File: config.mk
export PLATFORM = sky130hd
export DESIGN_NAME = led_mode_ctrl
export DESIGN_NICKNAME = d
export VERILOG_FILES = /design/src/rtl/led_mode_ctrl.sv
export SDC_FILE = /design/constraint.sdc
export NUM_CORES = 1
export LEC_CHECK = 0
export BUFFER_PORTS_ARGS = -buffer_cell sky130_fd_sc_hd__clkbuf_2
export CAP_MARGIN = 20
export CORE_MARGIN = 1
export CORE_UTILIZATION = 50
export CTS_CLUSTER_DIAMETER = 60
export DETAILED_ROUTE_END_ITERATION = 10
export PLACE_DENSITY = 0.72
export RECOVER_POWER = 100
export SLEW_MARGIN = 0
export SYNTH_ARGS = -nofsm -noshare
export SYNTH_HDL_FRONTEND = slang
export SYNTH_SLANG_ARGS = --single-unit
File: constraint.sdc
create_clock -name clk_i -period 2.72 [get_ports clk_i]
set_clock_uncertainty 0.15 [all_clocks]
set_input_delay 0.544 -clock clk_i [delete_from_list [all_inputs] [get_ports clk_i]]
set_output_delay 0.544 -clock clk_i [all_outputs]
set_load 0.02 [all_outputs]
File: src/rtl/led_mode_ctrl.sv
// Front-panel LED controller: synchronizes and debounces a raw push-button,
// steps a four-mode FSM (OFF -> SLOW -> FAST -> BREATHE -> OFF) on every
// accepted press, and drives one LED with the matching pattern.
// The FSM state is exported directly on mode_o.
module led_mode_ctrl #(
  parameter int DEBOUNCE_CYCLES = 250_000,
  parameter int SLOW_MAX        = 12_500_000,
  parameter int FAST_MAX        = 2_500_000,
  parameter int PWM_BITS        = 8,
  parameter int STEP_CYCLES     = 48_828
) (
  input  logic       clk_i,
  input  logic       rst_ni,
  input  logic       btn_i,
  output logic       led_o,
  output logic [1:0] mode_o
);

  typedef enum logic [1:0] {
    MODE_OFF     = 2'd0,
    MODE_SLOW    = 2'd1,
    MODE_FAST    = 2'd2,
    MODE_BREATHE = 2'd3
  } mode_e;

  localparam int DB_W     = $clog2(DEBOUNCE_CYCLES);
  localparam int RATE_MAX = (SLOW_MAX > FAST_MAX) ? SLOW_MAX : FAST_MAX;
  localparam int RATE_W   = $clog2(RATE_MAX);
  localparam int STEP_W   = $clog2(STEP_CYCLES);

  localparam logic [DB_W-1:0]     DB_LAST   = DB_W'(DEBOUNCE_CYCLES - 1);
  localparam logic [RATE_W-1:0]   SLOW_LAST = RATE_W'(SLOW_MAX - 1);
  localparam logic [RATE_W-1:0]   FAST_LAST = RATE_W'(FAST_MAX - 1);
  localparam logic [STEP_W-1:0]   STEP_LAST = STEP_W'(STEP_CYCLES - 1);
  localparam logic [PWM_BITS-1:0] DUTY_TOP  = '1;

  logic                s1;
  logic                s2;
  logic                stable;
  logic [DB_W-1:0]     db_cnt;
  logic                press;
  mode_e               mode;
  logic [RATE_W-1:0]   rate_cnt;
  logic [RATE_W-1:0]   rate_last;
  logic                blink_q;
  logic [PWM_BITS-1:0] pwm_cnt;
  logic [PWM_BITS-1:0] duty;
  logic [STEP_W-1:0]   step_cnt;
  logic                dir_down;   // 0 = ramping up, so the reset value is "up"
  logic                led;

  // Two-flop synchronizer for the asynchronous button pin.
  always_ff @(posedge clk_i or negedge rst_ni) begin
    if (!rst_ni) begin
      s1 <= 1'b0;
      s2 <= 1'b0;
    end else begin
      s1 <= btn_i;
      s2 <= s1;
    end
  end

  // Debounce: the synchronized level must differ from the accepted level on
  // DEBOUNCE_CYCLES consecutive edges before it is taken as the new level.
  always_ff @(posedge clk_i or negedge rst_ni) begin
    if (!rst_ni) begin
      stable <= 1'b0;
      db_cnt <= '0;
    end else if (s2 == stable) begin
      db_cnt <= '0;
    end else if (db_cnt == DB_LAST) begin
      stable <= s2;
      db_cnt <= '0;
    end else begin
      db_cnt <= db_cnt + 1'b1;
    end
  end

  // One-cycle strobe on the same edge the accepted level rises.
  assign press = s2 & ~stable & (db_cnt == DB_LAST);

  // Mode FSM: advance one mode per accepted press, wrapping back to OFF.
  always_ff @(posedge clk_i or negedge rst_ni) begin
    if (!rst_ni) begin
      mode <= MODE_OFF;
    end else if (press) begin
      case (mode)
        MODE_OFF:     mode <= MODE_SLOW;
        MODE_SLOW:    mode <= MODE_FAST;
        MODE_FAST:    mode <= MODE_BREATHE;
        MODE_BREATHE: mode <= MODE_OFF;
        default:      mode <= MODE_OFF;
      endcase
    end
  end

  assign mode_o = mode;

  // Terminal count of the blink half-period for the current mode.
  always_comb begin
    rate_last = FAST_LAST;
    if (mode == MODE_SLOW) rate_last = SLOW_LAST;
  end

  // Blink source: toggle blink_q every MAX cycles while in SLOW or FAST.
  always_ff @(posedge clk_i or negedge rst_ni) begin
    if (!rst_ni) begin
      rate_cnt <= '0;
      blink_q  <= 1'b0;
    end else if (press) begin
      rate_cnt <= '0;
      blink_q  <= 1'b0;
    end else if (mode == MODE_SLOW || mode == MODE_FAST) begin
      if (rate_cnt == rate_last) begin
        rate_cnt <= '0;
        blink_q  <= ~blink_q;
      end else begin
        rate_cnt <= rate_cnt + 1'b1;
      end
    end else begin
      rate_cnt <= '0;
      blink_q  <= 1'b0;
    end
  end

  // Breathe source: free-running PWM counter plus a duty that ramps up and
  // down one step every STEP_CYCLES, pausing one step at each end.
  always_ff @(posedge clk_i or negedge rst_ni) begin
    if (!rst_ni) begin
      pwm_cnt  <= '0;
      step_cnt <= '0;
      duty     <= '0;
      dir_down <= 1'b0;
    end else if (press || mode != MODE_BREATHE) begin
      pwm_cnt  <= '0;
      step_cnt <= '0;
      duty     <= '0;
      dir_down <= 1'b0;
    end else begin
      pwm_cnt <= pwm_cnt + 1'b1;
      if (step_cnt == STEP_LAST) begin
        step_cnt <= '0;
        if (!dir_down) begin
          if (duty == DUTY_TOP) dir_down <= 1'b1;
          else                  duty     <= duty + 1'b1;
        end else begin
          if (duty == '0) dir_down <= 1'b0;
          else            duty     <= duty - 1'b1;
        end
      end else begin
        step_cnt <= step_cnt + 1'b1;
      end
    end
  end

  // LED output register: select the pattern for the current mode.
  always_ff @(posedge clk_i or negedge rst_ni) begin
    if (!rst_ni) begin
      led <= 1'b0;
    end else begin
      case (mode)
        MODE_OFF:     led <= 1'b0;
        MODE_SLOW:    led <= blink_q;
        MODE_FAST:    led <= blink_q;
        MODE_BREATHE: led <= (pwm_cnt < duty);
        default:      led <= 1'b0;
      endcase
    end
  end

  assign led_o = led;

endmodule

## After elaboration in Yosys (flattened, before gate mapping)

Index checks and enable logic that the tools add are counted.

- Register bits: 82
- Input bits: 3
- Output and inout port bits: 3
- Logic and storage cells: 68

- Add/subtract/negate cells: 6
- $lt $le $gt $ge: 1
- Eq/ne operators: 12
- Mux-type cells: 24
- Bitwise operators: 5
- Reductions and logical operators: 8

Operators by type and width:

| operator | count |
|---|---|
| 2-to-1 mux 24 bit | 4 |
| 2-to-1 mux 8 bit | 6 |
| 2-to-1 mux 18 bit | 2 |
| 2-to-1 mux 16 bit | 2 |
| adder 24 x 1 -> 24 bit (second input constant) | 1 |
| equality test 24 bit | 1 |
| adder 18 x 1 -> 18 bit (second input constant) | 1 |
| equality test 18 bit (second input constant) | 1 |
| adder 16 x 1 -> 16 bit (second input constant) | 1 |
| adder 8 x 1 -> 8 bit (second input constant) | 2 |
| equality test 16 bit (second input constant) | 1 |
| equality test 8 bit (second input constant) | 1 |
| logical NOT 8 bit | 1 |
| < comparator 8 bit | 1 |
| 2-to-1 mux 1 bit | 8 |
| case mux 2 bit (4 select lines) | 1 |
| subtractor 8 x 1 -> 8 bit (second input constant) | 1 |
| != test 3 bit (second input constant) | 2 |
| equality test 2 bit (second input constant) | 2 |
| != test 3 x 2 -> 1 bit (second input constant) | 1 |
| NOT 1 bit | 3 |
| case mux 1 bit (3 select lines) | 1 |
| AND reduction 3 bit | 1 |
| bitwise AND 1 bit | 2 |
| 8 further kinds | 9 |

## Logic depth before layout (Yosys ltp)

- Word-level depth: 6
- Mapped depth: 8
- Mapped depth without buffers: 7

## Worst setup path before layout

Ideal clock, no wire load.

- Kind: reg2reg
- From: reg dir_down
- To: reg duty[7]
- Setup time: 0.120 ns
- Arrival: 1.961 ns
- Data required time: 2.450 ns
- Setup slack: 0.489 ns
- Stages on the path, launching flop included: 8
- Buffers on the path: 0
- Period minus slack after synthesis: 2.231 ns
- Cell sequence: dfrtp_1 > ha_1 > nand2_1 > o311ai_0 > o31ai_1 > xnor2_1 > a211oi_1 > a31o_1

- Cells in the longest elaborated chain, start to end: 3
- Elaborated cells on any way between the ends: 6
- Those cells by class: eq/ne: 2; mux: 3; reduce/logical: 1

RTL lines:

| element | line | RTL |
|---|---|---|
| start, declared | 49 | `logic dir_down; // 0 = ramping up, so the reset value is "up"` |
| start signal, assigned | 133 | `dir_down <= 1'b0;` |
| start signal, assigned | 138 | `dir_down <= 1'b0;` |
| start signal, assigned | 144 | `if (duty == DUTY_TOP) dir_down <= 1'b1;` |
| 2-to-1 mux 8 bit | 143 | `if (!dir_down) begin` |
| 2-to-1 mux 8 bit | 141 | `if (step_cnt == STEP_LAST) begin` |
| 2-to-1 mux 8 bit | 134 | `end else if (press \|\| mode != MODE_BREATHE) begin` |
| end signal, assigned | 145 | `else duty <= duty + 1'b1;` |
| end signal, assigned | 148 | `else duty <= duty - 1'b1;` |
| end, declared | 47 | `logic [PWM_BITS-1:0] duty;` |

Several ways; a longest one is shown, not always the timed one. The select of a mux whose other input is x is not followed.
A chain may end at the register's enable or synchronous reset.

## Final worst setup path

Ends and elaborated chain as after synthesis.

==> summary.txt <==
Flow run
  • Maxcap violations: 0

Route
  • Vias: 3,060
  • Pre-antenna DRT Iters: 4
  • Post-DRT Antenna Nets: 0
  • Drt via density: 5.41
  • Routed len/inst: 14.1 µm
  • Post-Route WL: about 8000 µm
  • DRC violations left: 0
  • Drt first-iter violations: between 100 and 150

Critical path
  • R2R depth: 7
  • Crit-path max cell delay: 0.53 ns
  • Slowest CP cell: dfrtp_1
  • CP Launch Type: register
  • Required time of the worst setup path: 2.81 ns
  • Arr. time, crit path: 2.54 ns
  • Worst-path fanout max: 11
  • Critical path class: register to register
  • CP Capture Type: register
  • Crit-path cells: ha_1 > nand2_1 > o311ai_0 > o31ai_1 > xnor2_1 > a211oi_1 > a31o_1

STA
  • Final Cycle Share: 0.902
  • F_max: between 0.4 and 0.5 GHz
  • Period minus WS final: 2.45 ns
  • Final setup fails: 0
  • Hold Vio Cnt, Final: 0
  • Final Slew Violations: 0
  • RSZ-0062 raised after global routing: no
  • Slew @ Worst Pin: 0.781 ns
  • Fin Setup TNS: 0 ns
  • Slew headroom: 0.479

GRT
  • First-pass GRT wire length: approximately 14,000 µm
  • Busiest grt layer: met2
  • Initial antenna violation count: 0
  • Grt ovf: 0
  • Vias in the first global route: 3,173
  • Met3 usage: 0.0338
  • GR Util met1: 0.267
  • Largest net degree at the start of global routing: 53
  • M2 GR Usage: 0.337
  • Total GRT Usage: 0.204

Clock tree
  • Clock sink count: 82
  • CTS Root Cell: clkbuf_8
  • Post_cts resized: 0
  • Post-CTS Setup Bufs: 0
  • CTS tree: yes
  • Clk buf depth: 2
  • H-Tree Depth: 3
  • Post-CTS Hold Fix Bufs: 1
  • Clock-pin slew on the worst setup and hold paths: 0.08 ns
  • Clk_lat worst skew: roughly 0.35 ns
  • Num CTS Buffers: 9

Floorplanning
  • Core area: around 8300 µm²
  • Die Footprint: 8990 µm²
  • Die X: 94.8 µm
  • Die height: 94.8 µm
  • Row Count: 33
  • Num ports: 6
  • Initial Util: 0.522

Yosys
  • Synth Flop Type: dfrtp_1
  • Mean Syn Cell Area: around 9.7 µm²
  • Post-synth cell types: 46
  • Net Count, Synth: 470
  • EDFF count, synth: 0
  • Async set or reset register ratio after synthesis: 1.00
  • Sequential fraction of the synthesis area: 0.476
  • Mapped Cells: 444
  • Mapped Area: roughly 4300 µm²
  • Synth Register Bits: 82
  • Synth warn: 0

Hold path
  • WHS Path Cells: 1
  • Tightest Hold Check Type: input pin to register

Placed design
  • DPL Wire Length: 5600 µm
  • Port bufs: 5
  • GP Congestion: 0.828

Layout
  • Number of diodes: 0
  • Post-layout nets: 485
  • Area Overhead vs Synth: 7.87%
  • Fraction of layout cells with a size suffix above 1: 0.0521

Outcome
  • Status: completed

Power and ir drop
  • Peak VDD IR: 0.277 mV
  • Power Total: 2.17 mW
  • Static Leak: 1.91 nW
  • Pwr dens: 468 nW/µm²
## registers in the layout (all words and copies together), names as in the netlist
name,cells
step_cnt,16
s1,1
s2,1
db_cnt,18
stable,1
duty,8
blink_q,1
dir_down,1
pwm_cnt,8
led_o,1
mode_o,2
rate_cnt,24
## final cells by class
type	count	area (µm²)
fillers	731	3610
clock inverters	4	70.1
clock buffers	9	124
flip-flops and latches	82	2050
repair buffers	10	58.8
inverters	22	82.6
multi-input cells	334	2130
well taps	105	131
## metrics by stage
stage	setup slack [ns]	instances	hold slack [ns]	instance area, µm²	util
after floorplan	0.489	444	0.0984	4310	-
after global placement	0.350	552	0.206	4480	0.543
after detailed placement	0.244	552	0.194	4480	0.543
after CTS	0.236	566	0.142	4690	0.567
after global routing	0.0398	566	0.150	4650	0.563
final	0.266	566	0.156	4650	0.563
## synth_stat cells, drive strengths merged (4+ instances only)
cell type | n | area share
nor2 | 93 | 0.081
nand3 | 33 | 0.039
nand4 | 7 | 0.012
a21oi | 9 | 0.010
buf | 5 | 0.0055
inv | 22 | 0.019
a21o | 4 | 0.0070
and3 | 9 | 0.013
nor4b | 4 | 0.0096
o21ai | 6 | 0.0070
nand2b | 4 | 0.0058
or3 | 4 | 0.0070
nor3 | 11 | 0.015
nor4 | 7 | 0.010
dfrtp | 82 | 0.48
nand2 | 27 | 0.024
xor2 | 33 | 0.067
mux2i | 5 | 0.012
ha | 22 | 0.064
xnor2 | 32 | 0.065
## worst paths after layout
path | start | endpoint | slack (ns)
worst max-delay path | dir_down | duty[7] | 0.27
worst min-delay path | btn_i | s1 | 0.16
worst max register to register | dir_down | duty[7] | 0.27
worst min register to register | s1 | s2 | 0.21
max in group asynchronous | rst_ni | db_cnt[3] | 0.51
min in group asynchronous | rst_ni | duty[6] | 0.65
## placed cells by master (no fill, tap or decap), drive strengths merged, types with 2 or more instances in the layout
master,n
nand2b,4
nand3,33
ha,22
dfrtp,82
bufinv,2
a21oi,9
and3,9
nor4,7
mux2i,5
nor2,93
and4,3
xor2,33
clkbuf,17
nor3,11
xnor2,32
nor4b,4
inv,22
o21ai,6
nand4,7
a211oi,3
nand2,27
or3,4
a21o,4
nand4b,3
clkinv,2
## where the power goes
part | total, mW | switching [mW] | internal, mW
clock | 0.908 | 0.409 | 0.499
combinational | 0.0384 | 0.0312 | 0.00712
sequential | 1.23 | 0.00397 | 1.22
total | 2.17 | 0.444 | 1.73
## cells by family after synthesis
logic type | count (synthesis) | synth area share
AND/OR/NAND/NOR | 209 | 0.236
flip-flops | 82 | 0.476
XOR/XNOR | 65 | 0.132
AO/OA/AOI/OAI | 31 | 0.0473
buffers and inverters | 28 | 0.0256
adder cells (fa/ha/maj) | 23 | 0.0685
multiplexers | 6 | 0.0142
## critical path: cells and delay by family, from the launching register on
kind                       cells  cell delay [ns]
xor gates and xnor gates       1             0.20
adders and majority gates      1             0.40
and+or+nand+nor                1             0.09
AOI/OAI and AO/OA              4             0.98
DFF                            1             0.53
## per-layer routing
layer	wire length (µm)	vias to the layer above
met5	0	-
met4	121	0
met3	218	13
met2	3810	36
met1	3820	1485
li1	-	1526
Note: power is estimated with default switching activity, not from simulation.
